**src/rtl/piezo_pkg.sv**
```systemverilog
// Shared types and the note pitch table for the piezo note scheduler.
// The table is tuned for a 1 MHz system clock, spanning C4 to C5.
package piezo_pkg;

  typedef enum logic [1:0] {
    IDLE = 2'd0,
    PLAY = 2'd1,
    GAP  = 2'd2
  } piezo_state_e;

  localparam int NOTE_TAB_N = 8;

  // Divider half-period counts, indexed by pad number.
  localparam logic [15:0] NOTE_LIMIT [0:NOTE_TAB_N-1] = '{
    16'd1911, 16'd1703, 16'd1517, 16'd1432,
    16'd1276, 16'd1136, 16'd1012, 16'd956
  };

endpackage

```
**src/rtl/rr_arbiter.sv**
```systemverilog
// Combinational round-robin picker. The search starts one past the last winner
// and wraps, so the most recent winner has the lowest priority.
module rr_arbiter #(
  parameter int N  = 8,
  parameter int IW = (N > 1) ? $clog2(N) : 1
) (
  input  logic [N-1:0]  req_i,
  input  logic [IW-1:0] last_i,
  output logic [N-1:0]  gnt_o,
  output logic [IW-1:0] idx_o,
  output logic          valid_o
);

  logic [IW-1:0] sel;

  always_comb begin
    gnt_o   = '0;
    idx_o   = '0;
    valid_o = 1'b0;
    sel     = '0;
    for (int k = 1; k <= N; k++) begin
      sel = IW'((int'(last_i) + k) % N);
      if (!valid_o && req_i[sel]) begin
        valid_o    = 1'b1;
        idx_o      = sel;
        gnt_o[sel] = 1'b1;
      end
    end
  end

endmodule

```
**src/rtl/piezo_note_scheduler.sv**
```systemverilog
// Arbitrates pad note requests onto the single piezo divider: one fixed-length
// note per grant followed by a silent gap. Handshake: none; requests are edges.
module piezo_note_scheduler
  import piezo_pkg::*;
#(
  parameter int NREQ     = 8,
  parameter int LIMIT_W  = 16,
  parameter int DUR_W    = 24,
  parameter int NOTE_DUR = 500000,
  parameter int GAP_DUR  = 50000
) (
  input  logic                    CLK,
  input  logic                    RST,
  input  logic                    EN,
  input  logic [NREQ-1:0]         REQ,
  output logic [NREQ-1:0]         GNT,
  output logic [$clog2(NREQ)-1:0] CUR_IDX,
  output logic                    DIV_EN,
  output logic [LIMIT_W-1:0]      DIV_LIMIT,
  output logic                    BUSY,
  output logic [1:0]              DBG_STATE
);

  localparam int IW = $clog2(NREQ);
  localparam logic [DUR_W-1:0] NOTE_LOAD = DUR_W'(NOTE_DUR - 1);
  localparam logic [DUR_W-1:0] GAP_LOAD  = (GAP_DUR > 0) ? DUR_W'(GAP_DUR - 1) : '0;

  logic [NREQ-1:0]    req_q, req_prev_q, rise;
  logic [NREQ-1:0]    pend_q, pend_d, clr;
  logic [NREQ-1:0]    arb_gnt;
  logic [IW-1:0]      arb_idx;
  logic               arb_valid;
  piezo_state_e       state_q, state_d;
  logic [DUR_W-1:0]   cnt_q, cnt_d;
  logic [IW-1:0]      last_q, last_d, idx_q, idx_d;
  logic [NREQ-1:0]    gnt_q, gnt_d;
  logic               div_en_q, div_en_d, busy_q, busy_d;
  logic [LIMIT_W-1:0] limit_q, limit_d;

  // Two-stage sampling so a rise sampled at one edge sets pend on the next.
  assign rise = req_q & ~req_prev_q;

  rr_arbiter #(.N(NREQ), .IW(IW)) u_arb (
    .req_i   (pend_q),
    .last_i  (last_q),
    .gnt_o   (arb_gnt),
    .idx_o   (arb_idx),
    .valid_o (arb_valid)
  );

  always_comb begin
    state_d  = state_q;
    cnt_d    = cnt_q;
    last_d   = last_q;
    idx_d    = idx_q;
    limit_d  = limit_q;
    div_en_d = div_en_q;
    gnt_d    = '0;
    clr      = '0;
    case (state_q)
      IDLE: begin
        if (EN && arb_valid) begin
          clr      = arb_gnt;
          gnt_d    = arb_gnt;
          idx_d    = arb_idx;
          last_d   = arb_idx;
          limit_d  = LIMIT_W'(NOTE_LIMIT[arb_idx]);
          div_en_d = 1'b1;
          cnt_d    = NOTE_LOAD;
          state_d  = PLAY;
        end
      end
      PLAY: begin
        if (!EN) begin
          div_en_d = 1'b0;
          state_d  = IDLE;
        end else if (cnt_q == '0) begin
          div_en_d = 1'b0;
          if (GAP_DUR > 0) begin
            cnt_d   = GAP_LOAD;
            state_d = GAP;
          end else begin
            state_d = IDLE;
          end
        end else begin
          cnt_d = cnt_q - 1'b1;
        end
      end
      GAP: begin
        if (!EN || cnt_q == '0) state_d = IDLE;
        else                    cnt_d   = cnt_q - 1'b1;
      end
      default: begin
        div_en_d = 1'b0;
        state_d  = IDLE;
      end
    endcase
    busy_d = (state_d != IDLE);
    // A fresh rise in the grant cycle wins over the clear and re-queues the pad.
    pend_d = (pend_q & ~clr) | rise;
  end

  always_ff @(posedge CLK or negedge RST) begin
    if (!RST) begin
      req_q      <= '0;
      req_prev_q <= '0;
      pend_q     <= '0;
      state_q    <= IDLE;
      cnt_q      <= '0;
      last_q     <= IW'(NREQ - 1);
      idx_q      <= '0;
      gnt_q      <= '0;
      div_en_q   <= 1'b0;
      busy_q     <= 1'b0;
      limit_q    <= '0;
    end else begin
      req_q      <= REQ;
      req_prev_q <= req_q;
      pend_q     <= pend_d;
      state_q    <= state_d;
      cnt_q      <= cnt_d;
      last_q     <= last_d;
      idx_q      <= idx_d;
      gnt_q      <= gnt_d;
      div_en_q   <= div_en_d;
      busy_q     <= busy_d;
      limit_q    <= limit_d;
    end
  end

  assign GNT       = gnt_q;
  assign CUR_IDX   = idx_q;
  assign DIV_EN    = div_en_q;
  assign DIV_LIMIT = limit_q;
  assign BUSY      = busy_q;
  assign DBG_STATE = state_q;

endmodule

```
**config.mk**
```make
export PLATFORM = sky130hd
export DESIGN_NAME = piezo_note_scheduler
export DESIGN_NICKNAME = d
export VERILOG_FILES = /design/src/rtl/piezo_pkg.sv /design/src/rtl/rr_arbiter.sv /design/src/rtl/piezo_note_scheduler.sv
export SDC_FILE = /design/constraint.sdc
export NUM_CORES = 1
export LEC_CHECK = 0
export BUFFER_PORTS_ARGS = -buffer_cell sky130_fd_sc_hd__buf_2
export CAP_MARGIN = 20
export CORE_UTILIZATION = 50
export DETAILED_ROUTE_END_ITERATION = 8
export PLACE_DENSITY = 0.77
export SYNTH_ARGS = -nofsm -noshare
export SYNTH_HDL_FRONTEND = slang
export SYNTH_SLANG_ARGS = --single-unit
```
**constraint.sdc**
```tcl
create_clock -name CLK -period 7.6 [get_ports CLK]
set_input_delay 1.14 -clock CLK [delete_from_list [all_inputs] [get_ports CLK]]
set_output_delay 1.14 -clock CLK [all_outputs]
set_load 0.02 [all_outputs]
```
# --- Word-level counts from Yosys, hierarchy flattened ---
# Memories as Yosys holds them, arrays and structs flattened. A register that Yosys moved wholly into a read port is not among the register bits.
# Index checks and enable logic that the tools add are counted.
word_totals:
  reg_bits: 66
  romBits: 128
  input_bits: 11
  output_inout_bits: 31
  mem_count: 1
classes:
  addsub: 9
  order_cmp: 16
  eq_ne: 6
  mux: 72
  bitwise_logic: 14
  reduce_logical: 33
memory_table:
  columns: ["memory", "depth", "word_bits", "read_ports", "rd_clocked_by_memory_dff", "write_ports", "line_no", "rtl"]
  rows:
  - ["(name not given)", 8, 16, 1, 1, 0, "piezo_note_scheduler.sv:67", "limit_d = LIMIT_W'(NOTE_LIMIT[arb_idx]);"]
ops:
  columns: ["operator", "count"]
  rows:
  - ["24-bit two-way mux", 4]
  - ["8-bit two-way mux", 10]
  - ["24-bit one-hot mux with 3 select lines", 1]
  - ["8-bit bitwise OR", 8]
  - ["3-bit by 4-bit < comparator with 1-bit output, second input constant", 8]
  - ["1-bit two-way mux", 27]
  - ["1-bit binary-select mux with 3-bit select", 8]
  - ["1-bit demux with 3-bit select", 8]
  - ["3-bit by 1-bit >= comparator with 1-bit output, second input constant", 8]
  - ["24-bit zero test", 1]
  - ["3-bit two-way mux", 8]
  - ["24-bit by 1-bit subtractor with 24-bit output, second input constant", 1]
  - ["8-bit bitwise AND", 2]
  - ["1-bit logical AND", 16]
  - ["8-bit NOT", 2]
  - ["3-bit adder, second input constant", 4]
  - ["1-bit zero test", 9]
  - ["2-bit two-way mux", 4]
  - ["3-bit by 1-bit adder with 3-bit output, second input constant", 2]
  - ["3-bit by 2-bit adder with 3-bit output, second input constant", 2]
  - ["2-bit inequality test, second input constant", 3]
  - ["2-bit one-hot mux with 3 select lines", 1]
  - ["3-bit NOT with 4-bit output", 1]
  - ["4-bit AND reduction", 1]
  - ["other kinds (11)", 11]

# --- Depth between registers and ports, before layout ---
depth:
  depth_word: 31
  mapped_depth: 18

# --- Cells and area by module ---
# From an unflattened synthesis, not the netlist that was laid out.
unflattened:
  cells_unflattened: 537
  hier_area_um2: 5107.4
by_module_without_submodules:
  columns: ["module", "instances", "cells_per_inst", "area_per_inst_um2", "seq_area_each_um2"]
  rows:
  - ["piezo_note_scheduler", 1, 379, 3769.9, 1930.6]
  - ["rr_arbiter", 1, 158, 1337.5, 0.0]

# --- Worst setup path after synthesis ---
# OpenSTA, ideal clock, no wires.
synth_timing:
  path_kind: "reg2reg"
  start: "register last_q[1]"
  end: "register limit_q[2], in the netlist DIV_LIMIT[2]"
  setup_time_ns: 0.074
  arrival_ns: 4.534
  required_ns: 7.526
  setup_slack_ns: 2.993
  path_stages_with_launch: 16
  period_less_slack_ns: 4.607
  path_cell_list: "dfstp_2 > buf_6 > clkbuf_1 > inv_1 > ha_1 > clkbuf_1 > mux4_2 > mux2_2 > or4_4 > nor3_4 > a21oi_1 > a22oi_1 > inv_1 > ha_1 > mux2_4 > o21ai_2"
synth_rtl:
  columns: ["element", "line_no", "rtl"]
  rows:
  - ["from (decl)", "piezo_note_scheduler.sv:35", "logic [IW-1:0] last_q, last_d, idx_q, idx_d;"]
  - ["from (signal assigned)", "piezo_note_scheduler.sv:110", "last_q <= IW'(NREQ - 1);"]
  - ["from (signal assigned)", "piezo_note_scheduler.sv:122", "last_q <= last_d;"]
  - ["3-bit by 1-bit adder with 3-bit output", "rr_arbiter.sv:22", "sel = IW'((int'(last_i) + k) % N);"]
  - ["1-bit binary-select mux with 3-bit select", "rr_arbiter.sv:23", "if (!valid_o && req_i[sel]) begin"]
  - ["1-bit two-way mux (implied by the code)", "rr_arbiter.sv:23", null]
  - ["1-bit two-way mux", "rr_arbiter.sv:23", null]
  - ["1-bit zero test", "rr_arbiter.sv:23", null]
  - ["1-bit logical AND", "rr_arbiter.sv:23", null]
  - ["1-bit two-way mux", "rr_arbiter.sv:23", null]
  - ["1-bit zero test", "rr_arbiter.sv:23", null]
  - ["(+11 left out)", null, null]
  - ["1-bit zero test", "rr_arbiter.sv:23", null]
  - ["1-bit logical AND", "rr_arbiter.sv:23", null]
  - ["1-bit two-way mux", "rr_arbiter.sv:23", null]
  - ["1-bit zero test", "rr_arbiter.sv:23", null]
  - ["1-bit logical AND", "rr_arbiter.sv:23", null]
  - ["3-bit two-way mux *", "rr_arbiter.sv:23", null]
  - ["via arb_idx[1]", "piezo_note_scheduler.sv:31", "logic [IW-1:0] arb_idx;"]
  - ["3-bit NOT with 4-bit output (implied by the code) *", "piezo_note_scheduler.sv:67", null]
  - ["to (decl)", "piezo_note_scheduler.sv:38", "logic [LIMIT_W-1:0] limit_q, limit_d;"]
# The timed path passes the listed nets; every way through them passes the cells marked *. The select of a mux whose other input is x is not followed.
# A chain may end at the register's enable or synchronous reset.

# --- Worst setup path in the final report ---
layout_timing:
  start: "register last_q[0]"
  end: "register limit_q[2], in the netlist DIV_LIMIT[2]"
# Same word-level chain as after synthesis.

==> reports/qor.csv <==
stage;metric;value;unit
status;outcome;complete, no violations;
sta;crit path time final;5340;ps
die;Placeable Area;9820;µm²
routing;via count;4335;
global_route;global route overflow;0;
cells_and_area;most frequent cells in the layout;dfrtp_1, o21ai_0, nor2_1;
hold_path;min-delay src;req_q[1];
cells_and_area;commonest non-fill, non-tap cell in the layout;dfrtp_1;
sta;fmax;187;MHz
clocking;post_cts resized;0;
logic_synthesis;ys flop type;dfrtp_1;
die;Die Height;103;µm
routing;drt wl/cell;17.7;µm
global_route;GR peak layer;met2;
routing;total routed wirelength;12200;µm
routing;TritonRoute pass-1 iters;6;
worst_setup_path;reg-to-reg slack, setup;2260;ps
clocking;maximum buffer depth of the clock tree;2;
worst_setup_path;Critical Path End Type;flop;
place;cell count after placement;675;
place;IO buf count;36;
sta;hold slack;364;ps
logic_synthesis;#FFs+latches synth;77;
logic_synthesis;Post-Synthesis Cells;536;
logic_synthesis;Cell variety after synth;77;
global_route;initial antenna violation count;0;
power_and_ir_drop;switch share;49.6;%
sta;Final Hold Vio Count;0;
clocking;total clock buffers created by CTS;9;
global_route;M1 GR Usage;33.1;%
power_and_ir_drop;Pint;1.32;mW
flow_run;max cap viols;0;
logic_synthesis;Seq/Total Area, Yosys;38.1;%
global_route;M2 GR Usage;39.2;%
power_and_ir_drop;Leakage;2.33;nW
power_and_ir_drop;clock share of power;11.7;%
worst_setup_path;Slowest Stage Delay on Critical Path;970;ps
routing;Detail Route Antenna Nets;0;
power_and_ir_drop;Comb pwr share;61.6;%
die;Die Span X;103;µm
global_route;pin count of the biggest net entering global routing;78;
cells_and_area;Final Instance Count excl. Fillers;690;
sta;Slew Viols, Final;0;
clocking;Clock transition at path regs;90;ps
sta;Setup Skew;14.5;ps
die;IO Pins;42;
power_and_ir_drop;peak supply drop;0.228;mV
cells_and_area;final core occ;55.7;%
worst_setup_path;Critical Path AT;5630;ps
logic_synthesis;number of synthesized flops with an enable pin;0;
clocking;# Post-CTS Setup Buffers;0;
clocking;hold-fix buffer count after cts;0;
clocking;root buffer cell;clkbuf_8;
worst_setup_path;crit path launch type;flop;
hold_path;hold depth;0;
logic_synthesis;Syn. warnings;0;
worst_setup_path;crit path max fanout;31;
worst_setup_path;Worst Path Class, Setup;flop to flop;
cells_and_area;share of cells above drive strength 1;18.5;%
worst_setup_path;CP delay by family, top;simple AND/OR/NAND/NOR gates;
power_and_ir_drop;Seq pwr share;26.8;%
clocking;Clock Latency Late Sink;370;ps
global_route;number of global-route vias before repair;4145;
sta;final setup TNS;0;ps
cells_and_area;final net count;581;
global_route;all-layer global routing usage;24.9;%
clocking;H-tree lvl count;3;
cells_and_area;Diodes inserted;0;
place;routability cong.;0.992;
logic_synthesis;Post-Syn Area;5070;µm²
place;dpl hpwl;8400;µm
die;row cnt;36;
worst_setup_path;slowest stage cell, crit path;dfstp_2;
hold_path;Worst Hold End;req_prev_q[1];
power_and_ir_drop;Net Switching;1.30;mW
die;initial core utilization;51.7;%
sta;Slew headroom;36.5;%
worst_setup_path;R2R Path Start;last_q[0];
sta;final setup vio count;0;
worst_setup_path;most used cell, CP;ha_1;
worst_setup_path;reg2reg end;DIV_LIMIT[2];
worst_setup_path;CP required;7890;ps
worst_setup_path;CP cell instances;inv_2, ha_1, buf_4, mux4_2, or2_1, or4_4, nor3_4, a21oi_1, a22oi_1, inv_1, ha_1, mux2_4, o21ai_2;
routing;DRC viols;0;
power_and_ir_drop;PwrDens;480;nW/µm²
logic_synthesis;average size of a mapped cell;9.47;µm²
clocking;CTS tree;built;
global_route;first-pass GRT wire length;20100;µm
worst_setup_path;Buf/Inv on CP;3;
routing;DRT iter0 DRCs;415;
hold_path;Hold Path Class;flop to flop;
routing;Vias per Instance;6.28;
global_route;met3 Track Usage GR;5.22;%
clocking;CTS sink count;77;
die;Die Area;10600;µm²
power_and_ir_drop;Pwr Total;2.62;mW
sta;worst-margin pin slew;953;ps
sta;Tcrit/Tclk final;70.2;%
sta;RSZ-0062 raised after global routing;no;
logic_synthesis;fraction of registers with async set/reset;100;%
cells_and_area;area growth from synthesis to layout;7.72;%
worst_setup_path;Reg2Reg Depth;13;
cell families after synthesis:
kind of cell	after synthesis	synth area share, %
compound gates	157	20.8
xor+xnor	4	0.691
fa+ha+maj	17	4.19
buf+inv	72	6.31
flops	77	38.1
mux	38	12.0
other cells	1	0.0739
simple gates	170	17.9
power by group through the flow:
stage	registers [mW]	logic (mW)	clock network, mW
final	0.702	1.61	0.306
after global routing	0.725	1.77	0.328
after CTS	0.697	1.59	0.313
after detailed placement	0.705	1.59	0
after global placement	0.697	1.57	0
after floorplan	0.681	1.23	0
per-stage QoR:
stage | setup slack, ps | area (µm²)
after floorplan | 2990 | 5090
after global placement | 2460 | 5280
after detailed placement | 2360 | 5280
after CTS | 2340 | 5470
after global routing | 1990 | 5470
final | 2260 | 5470
sequential cells by signal, summed over array words and instances, names as in the netlist:
name,flops
pend_q,8
DIV_LIMIT,11
DBG_STATE,2
last_q,3
req_prev_q,8
BUSY,1
req_q,8
CUR_IDX,3
GNT,8
DIV_EN,1
cnt_q,24
Yosys cell counts, types with 4 or more instances:
cell type   n  area share [%]
and2_1      6            0.74
or3_1       6            0.74
buf_2       8            0.79
ha_1       17             4.2
a21o_1      5            0.74
nand3_1    13             1.3
buf_4       6            0.89
clkbuf_1   20             1.5
o31ai_1    10             1.5
dfrtp_1    74              36
nor4_1     11             1.4
nor3_1     13             1.3
a31oi_1    10             1.2
nand2_1    37             2.7
mux2i_1     7             1.4
o21ai_0    44             4.3
nand2b_1    8            0.99
nand4_1     4            0.49
a32o_1      7             1.4
mux2_2     10             2.2
and3_1      4            0.49
o32ai_1     4            0.69
o22ai_1     7            0.86
a22o_1     12             2.1
inv_1      32             2.4
mux4_2     16             7.1
a21oi_1    27             2.7
nor2_1     43             3.2
routing by layer:
metal | up-vias | wire [µm]
met3 | 44 | 904
li1 | 2027 | -
met1 | 2058 | 5090
met5 | - | 0
met2 | 206 | 5800
met4 | 0 | 391
area by class of cell:
cell class	instances	area, µm²
Fill cell	899	4350
Inverter	34	130
Timing Repair Buffer	40	213
Sequential cell	77	1930
Multi-Input combinational cell	391	2840
Clock buffer	9	124
Tap cell	133	166
Clock inverter	6	63.8
worst max-delay path by stage:
stage	startpoint	endpoint	slack, ps	depth (start not counted)
floorplan	last_q[1]	DIV_LIMIT[2]	2990	15
global placement	last_q[0]	DIV_LIMIT[2]	2460	13
detailed placement	last_q[0]	DIV_LIMIT[2]	2360	13
CTS	last_q[0]	DIV_LIMIT[2]	2340	13
global route	last_q[0]	DIV_LIMIT[2]	1990	13
finish	last_q[0]	DIV_LIMIT[2]	2260	13
(Power assumes the default switching activity.)
